--- src/rtl/vga_timing_gen_if.sv ---
// Raster-scan bundle between the timing generator (master) and its consumers (slave).
interface vga_timing_gen_if;
  logic        pix_ce;
  logic [9:0]  DrawX;
  logic [9:0]  DrawY;
  logic        blank;
  logic        hs;
  logic        vs;
  logic        frame_start;
  logic [15:0] frame_count;

  modport master (
    input  pix_ce,
    output DrawX, DrawY, blank, hs, vs, frame_start, frame_count
  );

  modport slave (
    output pix_ce,
    input  DrawX, DrawY, blank, hs, vs, frame_start, frame_count
  );
endinterface

--- src/rtl/vga_timing_gen.sv ---
// VGA raster timing: free-running pixel/line counters with registered blank/sync/frame strobe.
// Optional frame counter built only when VGA_FRAME_CNT_EN is defined.
module vga_timing_gen #(
  parameter int unsigned H_VISIBLE = 640,
  parameter int unsigned H_FP      = 16,
  parameter int unsigned H_SYNC    = 96,
  parameter int unsigned H_BP      = 48,
  parameter int unsigned V_VISIBLE = 480,
  parameter int unsigned V_FP      = 10,
  parameter int unsigned V_SYNC    = 2,
  parameter int unsigned V_BP      = 33,
  parameter bit          HS_POL    = 1'b0,
  parameter bit          VS_POL    = 1'b0
) (
  input  logic             vga_clk,
  input  logic             reset,
  vga_timing_gen_if.master vif
);

  localparam int unsigned H_TOTAL = H_VISIBLE + H_FP + H_SYNC + H_BP;
  localparam int unsigned V_TOTAL = V_VISIBLE + V_FP + V_SYNC + V_BP;

  localparam logic [9:0] H_LAST   = 10'(H_TOTAL - 1);
  localparam logic [9:0] V_LAST   = 10'(V_TOTAL - 1);
  localparam logic [9:0] H_VIS    = 10'(H_VISIBLE);
  localparam logic [9:0] V_VIS    = 10'(V_VISIBLE);
  localparam logic [9:0] HS_START = 10'(H_VISIBLE + H_FP);
  localparam logic [9:0] HS_END   = 10'(H_VISIBLE + H_FP + H_SYNC);
  localparam logic [9:0] VS_START = 10'(V_VISIBLE + V_FP);
  localparam logic [9:0] VS_END   = 10'(V_VISIBLE + V_FP + V_SYNC);

  logic [9:0] x_q, x_d;
  logic [9:0] y_q, y_d;
  logic       blank_q, blank_d;
  logic       hs_q, hs_d;
  logic       vs_q, vs_d;
  logic       fs_q, fs_d;

  // Flags are decoded from the next counter values so they line up with DrawX/DrawY.
  always_comb begin
    x_d = x_q;
    y_d = y_q;
    if (vif.pix_ce) begin
      if (x_q == H_LAST) begin
        x_d = '0;
        y_d = (y_q == V_LAST) ? '0 : y_q + 10'd1;
      end else begin
        x_d = x_q + 10'd1;
      end
    end
    blank_d = (x_d < H_VIS) && (y_d < V_VIS);
    hs_d    = ((x_d >= HS_START) && (x_d < HS_END)) ? HS_POL : ~HS_POL;
    vs_d    = ((y_d >= VS_START) && (y_d < VS_END)) ? VS_POL : ~VS_POL;
    fs_d    = vif.pix_ce && (x_d == '0) && (y_d == '0);
  end

  always_ff @(posedge vga_clk or posedge reset) begin
    if (reset) begin
      x_q     <= H_LAST;
      y_q     <= V_LAST;
      blank_q <= 1'b0;
      hs_q    <= ~HS_POL;
      vs_q    <= ~VS_POL;
      fs_q    <= 1'b0;
    end else begin
      x_q     <= x_d;
      y_q     <= y_d;
      blank_q <= blank_d;
      hs_q    <= hs_d;
      vs_q    <= vs_d;
      fs_q    <= fs_d;
    end
  end

`ifdef VGA_FRAME_CNT_EN
  logic [15:0] fc_q;

  always_ff @(posedge vga_clk or posedge reset) begin
    if (reset) begin
      fc_q <= '0;
    end else if (fs_d) begin
      fc_q <= fc_q + 16'd1;
    end
  end

  assign vif.frame_count = fc_q;
`else
  assign vif.frame_count = '0;
`endif

  assign vif.DrawX       = x_q;
  assign vif.DrawY       = y_q;
  assign vif.blank       = blank_q;
  assign vif.hs          = hs_q;
  assign vif.vs          = vs_q;
  assign vif.frame_start = fs_q;

endmodule
--- src/flat_wrapper.sv ---
// flat-port wrapper written by rule: the top's interface ports become plain ports
module vga_timing_gen_flat 
#(
  parameter int unsigned H_VISIBLE = 640,
  parameter int unsigned H_FP      = 16,
  parameter int unsigned H_SYNC    = 96,
  parameter int unsigned H_BP      = 48,
  parameter int unsigned V_VISIBLE = 480,
  parameter int unsigned V_FP      = 10,
  parameter int unsigned V_SYNC    = 2,
  parameter int unsigned V_BP      = 33,
  parameter bit          HS_POL    = 1'b0,
  parameter bit          VS_POL    = 1'b0
)
  (vga_clk, reset, vif_pix_ce, vif_DrawX, vif_DrawY, vif_blank, vif_hs, vif_vs, vif_frame_start, vif_frame_count);
  vga_timing_gen_if vif_i ();
  input  logic vga_clk;
  input  logic reset;
  input wire logic [$bits(vif_i.pix_ce)-1:0] vif_pix_ce;
  output wire logic [$bits(vif_i.DrawX)-1:0] vif_DrawX;
  output wire logic [$bits(vif_i.DrawY)-1:0] vif_DrawY;
  output wire logic [$bits(vif_i.blank)-1:0] vif_blank;
  output wire logic [$bits(vif_i.hs)-1:0] vif_hs;
  output wire logic [$bits(vif_i.vs)-1:0] vif_vs;
  output wire logic [$bits(vif_i.frame_start)-1:0] vif_frame_start;
  output wire logic [$bits(vif_i.frame_count)-1:0] vif_frame_count;
  assign vif_i.pix_ce = vif_pix_ce;
  assign vif_DrawX = vif_i.DrawX;
  assign vif_DrawY = vif_i.DrawY;
  assign vif_blank = vif_i.blank;
  assign vif_hs = vif_i.hs;
  assign vif_vs = vif_i.vs;
  assign vif_frame_start = vif_i.frame_start;
  assign vif_frame_count = vif_i.frame_count;
  vga_timing_gen #(.H_VISIBLE(H_VISIBLE), .H_FP(H_FP), .H_SYNC(H_SYNC), .H_BP(H_BP), .V_VISIBLE(V_VISIBLE), .V_FP(V_FP), .V_SYNC(V_SYNC), .V_BP(V_BP), .HS_POL(HS_POL), .VS_POL(VS_POL)) u_core (.vga_clk(vga_clk), .reset(reset), .vif(vif_i));
endmodule
--- config.mk ---
export PLATFORM = sky130hd
export DESIGN_NAME = vga_timing_gen_flat
export DESIGN_NICKNAME = d
export VERILOG_FILES = /design/src/rtl/vga_timing_gen_if.sv /design/src/rtl/vga_timing_gen.sv /design/src/flat_wrapper.sv
export SDC_FILE = /design/constraint.sdc
export NUM_CORES = 1
export LEC_CHECK = 0
export ABC_AREA = 1
export CORE_MARGIN = 3
export CORE_UTILIZATION = 53
export CTS_CLUSTER_DIAMETER = 40
export DETAILED_ROUTE_END_ITERATION = 6
export PLACE_DENSITY = 0.84
export SETUP_SLACK_MARGIN = 0.4
export SYNTH_ARGS = -nofsm -noshare
export SYNTH_HDL_FRONTEND = slang
export SYNTH_SLANG_ARGS = --single-unit
--- constraint.sdc ---
create_clock -name vga_clk -period 2.6 [get_ports vga_clk]
set_input_delay 0.39 -clock vga_clk [delete_from_list [all_inputs] [get_ports vga_clk]]
set_output_delay 0.39 -clock vga_clk [all_outputs]
set_load 0.03 [all_outputs]
# [Yosys cells after proc, flatten, opt, wreduce, memory -nomap -nowiden]
# Index checks and enable logic that the tools add are counted.
[totals] register_bits=24 input_bits=3 out_inout_bits=40 word_cells=30
[op_classes] n_addsub=2 n_lt_le_gt_ge=6 eq_ne=2 muxes=7 n_reduce_logical=7
[op_table] operator="2-to-1 mux 10 bit" n=5
[op_table] operator="adder 10 x 1 -> 10 bit, second input constant" n=2
[op_table] operator="equality test 10 bit, second input constant" n=2
[op_table] operator="logical NOT 10 bit" n=2
[op_table] operator="< comparator 10 bit, second input constant" n=2
[op_table] operator="< comparator 10 x 9 -> 1 bit, second input constant" n=2
[op_table] operator=">= comparator 10 bit, second input constant" n=1
[op_table] operator=">= comparator 10 x 9 -> 1 bit, second input constant" n=1
[op_table] operator="logical AND 1 bit" n=5
[op_table] operator="2-to-1 mux 1 bit" n=2

# [Logic depth before layout (Yosys ltp)]
# Gate-level depths: netlist of run 1.
[depth] ltp_word=7 mapped_depth=12 ltp_nobuf=12

# [Worst setup path after synthesis of run 1]
# Ideal clock, no wire load.
[synth_path] kind="reg-to-reg" from="register u_core.x_q[0], in the netlist u_core.vif.DrawX[0]" to="register u_core.blank_q, in the netlist u_core.vif.blank" t_arrival_ps=1780 t_required_ps=2479 slack_ps=699 path_stages_with_launch=13 n_path_buf=0 synth_period_minus_slack_ps=1901 path_cell_list="dfstp_2 ha_1 inv_1 nor2_4 nand3_2 nor2_4 nand2_1 nand2_1 nand2_1 inv_2 nand3_1 nor2_1 nor2_1"
[synth_via] elab_chain_cells=5 elab_cells_between_ends=9
[synth_rtl] item="from (decl)" line="vga_timing_gen.sv:32" rtl="logic [9:0] x_q, x_d;"
[synth_rtl] item="from (signal assigned)" line="vga_timing_gen.sv:59" rtl="x_q <= H_LAST;"
[synth_rtl] item="from (signal assigned)" line="vga_timing_gen.sv:66" rtl="x_q <= x_d;"
[synth_rtl] item="equality test 10 bit" line="vga_timing_gen.sv:44" rtl="if (x_q == H_LAST) begin"
[synth_rtl] item="2-to-1 mux 10 bit" line="vga_timing_gen.sv:44"
[synth_rtl] item="2-to-1 mux 10 bit" line="vga_timing_gen.sv:43" rtl="if (vif.pix_ce) begin"
[synth_rtl] item="via u_core.y_d[7]" line="vga_timing_gen.sv:33" rtl="logic [9:0] y_q, y_d;"
[synth_rtl] item="< comparator 10 x 9 -> 1 bit" line="vga_timing_gen.sv:51" rtl="blank_d = (x_d < H_VIS) && (y_d < V_VIS);"
[synth_rtl] item="logical AND 1 bit" line="vga_timing_gen.sv:51"
[synth_rtl] item="via u_core.blank_d" line="vga_timing_gen.sv:34" rtl="logic blank_q, blank_d;"
[synth_rtl] item="to (signal assigned)" line="vga_timing_gen.sv:68" rtl="blank_q <= blank_d;"
[synth_rtl] item="to (decl)" line="vga_timing_gen.sv:34"
# The timed path passes the listed nets, and every way through them passes these cells.

# [Final worst setup path of run 1]
[layout_path] from="register u_core.x_q[0], in the netlist u_core.vif.DrawX[0]" to="register u_core.vs_q, in the netlist u_core.vif.vs"
[layout_via] elab_chain_cells=6 elab_cells_between_ends=7
[layout_rtl] item="equality test 10 bit *" line="vga_timing_gen.sv:44"
[layout_rtl] item="2-to-1 mux 10 bit *" line="vga_timing_gen.sv:44"
[layout_rtl] item="2-to-1 mux 10 bit *" line="vga_timing_gen.sv:43"
[layout_rtl] item=">= comparator 10 x 9 -> 1 bit / < comparator 10 x 9 -> 1 bit (equally long branches)" line="vga_timing_gen.sv:53" rtl="vs_d = ((y_d >= VS_START) && (y_d < VS_END)) ? VS_POL : ~VS_POL;"
[layout_rtl] item="logical AND 1 bit *" line="vga_timing_gen.sv:53"
[layout_rtl] item="2-to-1 mux 1 bit *" line="vga_timing_gen.sv:53"
[layout_rtl] item="via u_core.vs_d" line="vga_timing_gen.sv:36" rtl="logic vs_q, vs_d;"
[layout_rtl] item="to (signal assigned)" line="vga_timing_gen.sv:63" rtl="vs_q <= ~VS_POL;"
[layout_rtl] item="to (signal assigned)" line="vga_timing_gen.sv:70" rtl="vs_q <= vs_d;"
[layout_rtl] item="to (decl)" line="vga_timing_gen.sv:36"
# The timed path passes the listed nets; every way through them passes the cells marked *.

==> impl_results.md, run 1 <==
- Run status: finished, final reports clean
- Area of the multi-input gates: 857.1 um^2
- Number of distinct standard cells referenced by the synthesized netlist: 26
- Fraction of layout cells with a size suffix above 1: 13.06%
- Number of flops mapped to enable cells by yosys: 0
- Initial Utilization: 58.76%
- Post-Synthesis Cells: 254
- Worst endpoint required time: 2.84 ns
- Ratio of total power to cell area: 670.3 nW/um^2
- Final Hold Vio Count: 0
- Antenna diodes: 0
- Clock tree skew after final layout: 0.01383 ns
- Number of filler instances in the final layout: 256
- Sequential cell area: 615.6 um^2
- Worst r2r path cells: 11
- Arrival time at the worst endpoint: 2.35 ns
- Worst-path cell with the longest stage delay: sky130_fd_sc_hd__dfstp_2
- Highest clock frequency the design can meet: 474.5 MHz
- Largest family of logic cells by synthesized area: simple AND/OR/NAND/NOR gates
- Reg2reg start: u_core.vif.DrawX[0]
- Start-to-end type of the worst setup path: reg2reg
- Detailed-routing wirelength on met1: 1.789 mm
- Share of the clock period used by the worst path: 81.06%
- Input/output buffers: 26
- Worst min-delay path category: in2async
- Commonest non-fill, non-tap cells in the layout: sky130_fd_sc_hd__nand2_1 (75), sky130_fd_sc_hd__inv_1 (45), sky130_fd_sc_hd__nor2_1 (30), sky130_fd_sc_hd__clkdlybuf4s50_1 (26), sky130_fd_sc_hd__nand3_1 (24)
- Number of storage elements in the synthesis netlist: 24
- Post-DP Area: 1951 um^2
- Sum of negative setup slack: 0 ns
- Wire per inst: 12.23 um
- Max VDD drop: 0.4995 mV
- Post-synthesis sequential area ratio: 36.12%
- Setup-failing EPs final: 0
- H-tree levels: 1
- Initial antenna violation count: 0
- Clock-pin slew on the worst setup and hold paths: 0.14 ns
- Number of clock sinks: 24
- Area inside the core boundary: 2900 um^2
- Total congestion overflow: 0
- TritonCTS clock tree: done
- Finished Cell Area: 2077 um^2
- Layout overhead on the synthesized area: 21.88%
- Worst setup slack after placement: 0.3066 ns
- Yosys warning total: 0
- Element type at the critical path end: flip-flop
- Pre-antenna DRT Iters: 4
- XOR/XNOR share of the synthesized area: 1.028%
- Proportion of netlist area held by the largest area contributor: 18.50%
- RSZ-0062 raised after global routing: true
- Leading cell type in the layout, fill and taps excluded: sky130_fd_sc_hd__nand2_1
- Number of DRC violations after detailed-routing iteration 0: 84
- Number of vias after detailed routing: 1669
- Adder-cell area share of the yosys netlist: 2.203%
- Cell seen most often among critical-path stages: sky130_fd_sc_hd__nand3_1
- Post-layout worst setup margin: 0.4925 ns
- WP depth: 11
- Post-DR vias/cell: 5.012
- Final HPWL DP: 2.995 mm
- Vias in the first global route: 1491
- Final Util: 71.61%
- Final antenna-violating net count: 0
- Nets@finish: 298
- Worst stage delay on the critical path: 0.59 ns
- Fraction of synthesized area in multiplexers: 0%
- Cell accounting for the most synthesized area: sky130_fd_sc_hd__dfstp_2
- Kind of start point of the critical path: flip-flop
- Total die area: 3932 um^2
- Crit-path cells: ha_2, inv_1, nor2_1, nand3_1, nor2_4, buf_4, nand3_1, o21ai_0, a21oi_2, nor2_1, nand3_1
- Standard-cell row count: 19
- Min cycle time layout: 2.107 ns
- Total met3 wirelength after detailed routing: 260 um
- Simple-gate share of the synthesized area: 39.50%
- End of the worst register-to-register path: u_core.vif.vs
- Main flop type after synthesis: sky130_fd_sc_hd__dfstp_2
- Top layer in use: met4
- DRC violations left: 0
- Die Ht: 62.71 um
- Largest delay contributor family on the critical path: simple AND/OR/NAND/NOR gates
- Root Buffer Master: sky130_fd_sc_hd__clkbuf_4
- Number of max-cap violations: 0
- Final wirelength: 4.071 mm
- Global-route total usage across every layer: 20.76%
- Average instance area after synthesis: 6.709 um^2
- Maximum clock insertion buffer count: 2
- Clock buffer count from CTS: 3
- Global-route wire length before repair: 6.651 mm
- Post-synthesis async set-or-reset flop share: 100.0%
- Worst skew pair latency: 0.32 ns
- I/O pin cnt: 43
- X dimension of the die: 62.71 um
- Area of the mapped netlist: 1704 um^2
- Ranking of synthesized cells by area: sky130_fd_sc_hd__dfstp_2 (19%), sky130_fd_sc_hd__dfrtp_1 (18%), sky130_fd_sc_hd__nand2_1 (17%)
- Share of the synthesized area in compound gates (AO/OA/AOI/OAI): 2.717%
- Buffers and inverters on the worst path: 2
- Met2 Wirelength: 1.965 mm
- Static leakage: 1.115 nW
- Worst-path fanout max: 6
- Global placement routability congestion: 0.8819
- R2R Setup Slk: 0.49 ns
- Pins Over Slew Limit: 0
- Maximum number of pins on one net before global-route repair: 25
==> final cells by class <==
class | instances | area share (%)
timing repair buffer | 37 | 16.51
multi-input combinational | 180 | 41.27
tap | 42 | 2.530
sequential | 24 | 29.64
clock buffer | 4 | 1.747
inverter | 46 | 8.313
==> cells in the mapped netlist (2+ instances only) <==
master and instances:
sky130_fd_sc_hd__a21oi_1 2, sky130_fd_sc_hd__buf_4 17, sky130_fd_sc_hd__dfrtp_1 12, sky130_fd_sc_hd__dfstp_2 12, sky130_fd_sc_hd__ha_1 3, sky130_fd_sc_hd__inv_1 45
sky130_fd_sc_hd__nand2_1 75, sky130_fd_sc_hd__nand3_1 24, sky130_fd_sc_hd__nand4_1 9, sky130_fd_sc_hd__nor2_1 30, sky130_fd_sc_hd__nor2_2 2, sky130_fd_sc_hd__nor2_4 3
sky130_fd_sc_hd__nor3_1 3, sky130_fd_sc_hd__o21ai_0 3, sky130_fd_sc_hd__or2_1 2, sky130_fd_sc_hd__xor2_1 2
==> power breakdown <==
group          switching, W  internal, W  total [W]
logic              0.000408     0.000219   0.000627
registers         0.0000968     0.000472   0.000569
clock network      0.000111    0.0000856   0.000196
total              0.000616     0.000776    0.00139
==> metrics by stage <==
step | total power (W) | hold WS (ns) | instances
after floorplan | 0.0009967 | 0.3957 | 269
after global placement | 0.001162 | 0.5228 | 320
after detailed placement | 0.001175 | 0.5182 | 320
after CTS | 0.001371 | 0.4110 | 324
after global routing | 0.001485 | 0.4062 | 333
final | 0.001392 | 0.3980 | 333
==> flip-flops by register name, summed over array words and instances, names as in the netlist <==
name	flops
u_core.vif.DrawY	10
u_core.vif.blank	1
u_core.vif.hs	1
u_core.vif.frame_start	1
u_core.vif.vs	1
u_core.vif.DrawX	10
==> repair_timing <==
action	CTS	global route
hold buffers	0	0
gates resized for setup	0	6
buffers inserted	0	9
setup endpoints to repair	0	3
==> worst max-delay path by stage <==
stage,from,endpoint,slack (ns)
after global routing,u_core.vif.DrawX[0],u_core.vif.vs,0.34
final,u_core.vif.DrawX[0],u_core.vif.vs,0.49
after floorplan,u_core.vif.DrawX[0],u_core.vif.blank,0.70
after CTS,u_core.vif.DrawX[0],u_core.vif.vs,0.47
after global placement,vif_pix_ce,u_core.vif.frame_start,0.35
after detailed placement,vif_pix_ce,u_core.vif.frame_start,0.31
==> tightest hold or removal path: cells and delay by family <==
kind	cells	cell delay [ns]
buf+inv	3	0.74
==> kinds of logic after synthesis <==
kind of cell	after synthesis
other cells	1
simple gates	151
fa+ha+maj	3
compound gates	8
buf+inv	65
xor+xnor	2
flops	24
==> per-layer routing <==
metal	vias to the layer above	GRT usage (%)
met2	66	33.95
met3	6	4.676
met1	775	27.72
li1	822	-
met4	0	5.510
met5	-	0
(Power assumes the default switching activity.)
==> run 2: changes to the inputs <==
--- a/config.mk
+++ b/config.mk
@@ -7,10 +7,10 @@
 export LEC_CHECK = 0
 export ABC_AREA = 1
 export CORE_MARGIN = 3
-export CORE_UTILIZATION = 53
+export CORE_UTILIZATION = 44
 export CTS_CLUSTER_DIAMETER = 40
 export DETAILED_ROUTE_END_ITERATION = 6
-export PLACE_DENSITY = 0.84
+export PLACE_DENSITY = 0.75
 export SETUP_SLACK_MARGIN = 0.4
 export SYNTH_ARGS = -nofsm -noshare
 export SYNTH_HDL_FRONTEND = slang
==> constraint.sdc (replaced) <==
create_clock -name vga_clk -period 1.75 [get_ports vga_clk]
set_input_delay 0.2625 -clock vga_clk [delete_from_list [all_inputs] [get_ports vga_clk]]
set_output_delay 0.2625 -clock vga_clk [all_outputs]
set_load 0.03 [all_outputs]
==> run 2 against run 1 <==
The run now ends with setup timing left. Total power grew 100%. Register-to-register slack lost 0.65 ns. Non-clock buffer count grew 40. Wire length up 29%. Sequential share of layout area decreased by 6.8 points. Final cell count grew 14%. Global-route usage increased by 1.8 points. Hold slack worse by 0.065 ns. Cell area rose by 30%. Worst setup slack worse by 0.65 ns. Die area increased by 18%. Critical endpoint is now u_core.vif.blank.
==> impl_results.md, run 2 (synthesis results as in run 1) <==
- Maximum clock insertion buffer count: 2 (unchanged)
- Global-route wire length before repair: 7.914 mm (+19%)
- Share of the clock period used by the worst path: 109.2% (+28 points)
- Post-DR vias/cell: 4.997 (-0.29%)
- Leading cell type in the layout, fill and taps excluded: sky130_fd_sc_hd__nand2_1
- Switching part of the total: 41.14% (-3.1 points)
- Worst skew pair latency: 0.27 ns (-0.05 ns)
- Final Util: 76.44% (+4.8 points)
- Nets@finish: 339 (+14%)
- Psw: 0.001168 W (+90%)
- Max VDD drop: 0.8900 mV (+78%)
- Total Power: 0.002838 W (+100%)
- Number of clock sinks: 24 (unchanged)
- H-tree levels: 1 (unchanged)
- Global placement routability congestion: 0.8756 (-0.71%)
- X dimension of the die: 68.24 um (+8.8%)
- Clock-pin slew on the worst setup and hold paths: 0.09 ns (-0.05 ns)
- Vias in the first global route: 1747 (+17%)
- Global-route total usage across every layer: 22.55% (+1.8 points)
- Input/output buffers: 26 (unchanged)
- Fraction of layout cells with a size suffix above 1: 49.10% (+36 points)
- TritonCTS clock tree: done
- Wire per inst: 13.90 um (+14%)
- Standard-cell row count: 21 (+2)
- Worst-path fanout max: 8 (+2)
- Number of filler instances in the final layout: 249 (-2.7%)
- CTS Hold Buffers Added: 0 (unchanged)
- Clock tree skew after final layout: 0.005408 ns (-0.008421 ns)
- DRC violations left: 0 (unchanged)
- Post-layout worst setup margin: -0.1604 ns (-0.6529 ns)
- Worst setup slack after placement: -0.1824 ns (-0.4890 ns)
- Ratio of total power to cell area: 1054 nW/um^2 (+57%)
- I/O pin cnt: 43 (unchanged)
- Total die area: 4656 um^2 (+18%)
- Final HPWL DP: 3.203 mm (+6.9%)
- Cell-internal power: 0.001670 W (+120%)
- Kind of start point of the critical path: flip-flop
- Final Hold Vio Count: 0 (unchanged)
- Final antenna-violating net count: 0 (unchanged)
- Layout overhead on the synthesized area: 57.93%
- Final wirelength: 5.256 mm (+29%)
- RSZ-0062 raised after global routing: true
- Setup-failing EPs final: 7 (+7)
- Min cycle time layout: 1.910 ns (-0.1971 ns)
- Commonest non-fill, non-tap cells in the layout: sky130_fd_sc_hd__nand2_1 (55), sky130_fd_sc_hd__inv_1 (33), sky130_fd_sc_hd__buf_6 (30), sky130_fd_sc_hd__buf_4 (29), sky130_fd_sc_hd__nand2_2 (18)
- Initial antenna violation count: 0 (unchanged)
- Root Buffer Master: sky130_fd_sc_hd__clkbuf_8
- Sequential cell area: 615.6 um^2 (unchanged)
- Area of the multi-input gates: 1097 um^2 (+28%)
- Pins Over Slew Limit: 0 (unchanged)
- Area inside the core boundary: 3521 um^2 (+21%)
- Worst endpoint required time: 1.92 ns (-0.92 ns)
- Initial Utilization: 48.40% (-10 points)
- Part of the total power dissipated in sequential elements: 27.9% (-13 points)
- Number of max-cap violations: 0 (unchanged)
- Arrival time at the worst endpoint: 2.08 ns (-0.27 ns)
- Element type at the critical path end: flip-flop
- Combinational fraction of design power: 54.4% (+9.4 points)
- Antenna diodes: 0 (unchanged)
- Static leakage: 1.393 nW (+25%)
- Highest clock frequency the design can meet: 523.5 MHz (+10%)
- Worst min-delay path category: in2async
- Number of vias after detailed routing: 1889 (+13%)
- Clock power share: 17.7% (+3.6 points)
- Violations in the final reports: setup timing
- Total congestion overflow: 0 (unchanged)
- Number of DRC violations after detailed-routing iteration 0: 200 (+140%)
- Maximum number of pins on one net before global-route repair: 25 (unchanged)
- Clock buffer count from CTS: 3 (unchanged)
- Pre-antenna DRT Iters: 4 (unchanged)
- Die Ht: 68.24 um (+8.8%)
- Start-to-end type of the worst setup path: reg2reg
- Sum of negative setup slack: -0.5338 ns (-0.5338 ns)
- Run status: finished, violations left
==> run 2: final timing paths <==
kind	from	end	slack, ns	depth (start not counted)
setup / recovery	u_core.vif.DrawX[0]	u_core.vif.blank	-0.16	12
hold / removal	reset	u_core.vif.frame_start	0.33	3
setup reg to reg	u_core.vif.DrawX[0]	u_core.vif.blank	-0.16	12
hold reg to reg	u_core.vif.DrawY[2]	u_core.vif.DrawY[2]	0.70	3
max in group asynchronous	reset	u_core.vif.DrawY[2]	1.11	3
min in group vga_clk	u_core.vif.DrawY[2]	u_core.vif.DrawY[2]	0.70	3
==> run 2: critical path, stage by stage, from the launching register on <==
cell	delay, ns
sky130_fd_sc_hd__dfstp_2	0.57
sky130_fd_sc_hd__ha_4	0.16
sky130_fd_sc_hd__inv_4	0.05
sky130_fd_sc_hd__nor2_4	0.07
sky130_fd_sc_hd__nand3_2	0.10
sky130_fd_sc_hd__nor2_4	0.27
sky130_fd_sc_hd__nand3_2	0.14
sky130_fd_sc_hd__nand2_2	0.08
sky130_fd_sc_hd__nand2_2	0.06
sky130_fd_sc_hd__nand2_2	0.07
sky130_fd_sc_hd__nand3_2	0.08
sky130_fd_sc_hd__nor2_2	0.10
sky130_fd_sc_hd__nor2_1	0.06
==> run 2: per-stage QoR <==
stage,instance area (um^2),std cells,hold WS [ns]
floorplan,1809,269,0.2682
global placement,2293,363,0.6140
detailed placement,2293,363,0.6109
CTS,2494,372,0.3370
global route,2691,378,0.3516
finish,2691,378,0.3334
==> run 2: repair_timing <==
action / in CTS / in global routing
resized for setup: 145 / 64
gates cloned: 1 / 0
pin swaps: 15 / 37
buffers inserted: 4 / 6
setup endpoints to repair: 47 / 36
==> run 2: layer usage <==
layer	track usage, %	up-vias	wire (um)
met3	2.627	18	407
met4	5.955	0	149
met5	0	-	0
li1	-	907	-
met1	30.75	876	2091
met2	37.67	88	2607
==> run 2: final cells by class <==
class	instances	share of cell area, %
well taps	46	2.139
clock inverters	1	1.116
inverters	46	6.509
repair buffers	77	25.06
multi-input cells	181	40.77
clock buffers	3	1.534
flip-flops and latches	24	22.87
==> run 2: power groups by stage <==
| stage | registers (W) | logic, W | clock network, W |
|---|---|---|---|
| floorplan | 0.00102 | 0.000508 | 0 |
| CTS | 0.000781 | 0.00137 | 0.000515 |
| detailed placement | 0.000789 | 0.00132 | 0 |
| global placement | 0.000785 | 0.00130 | 0 |
| global route | 0.000805 | 0.00168 | 0.000534 |
| finish | 0.000792 | 0.00154 | 0.000501 |
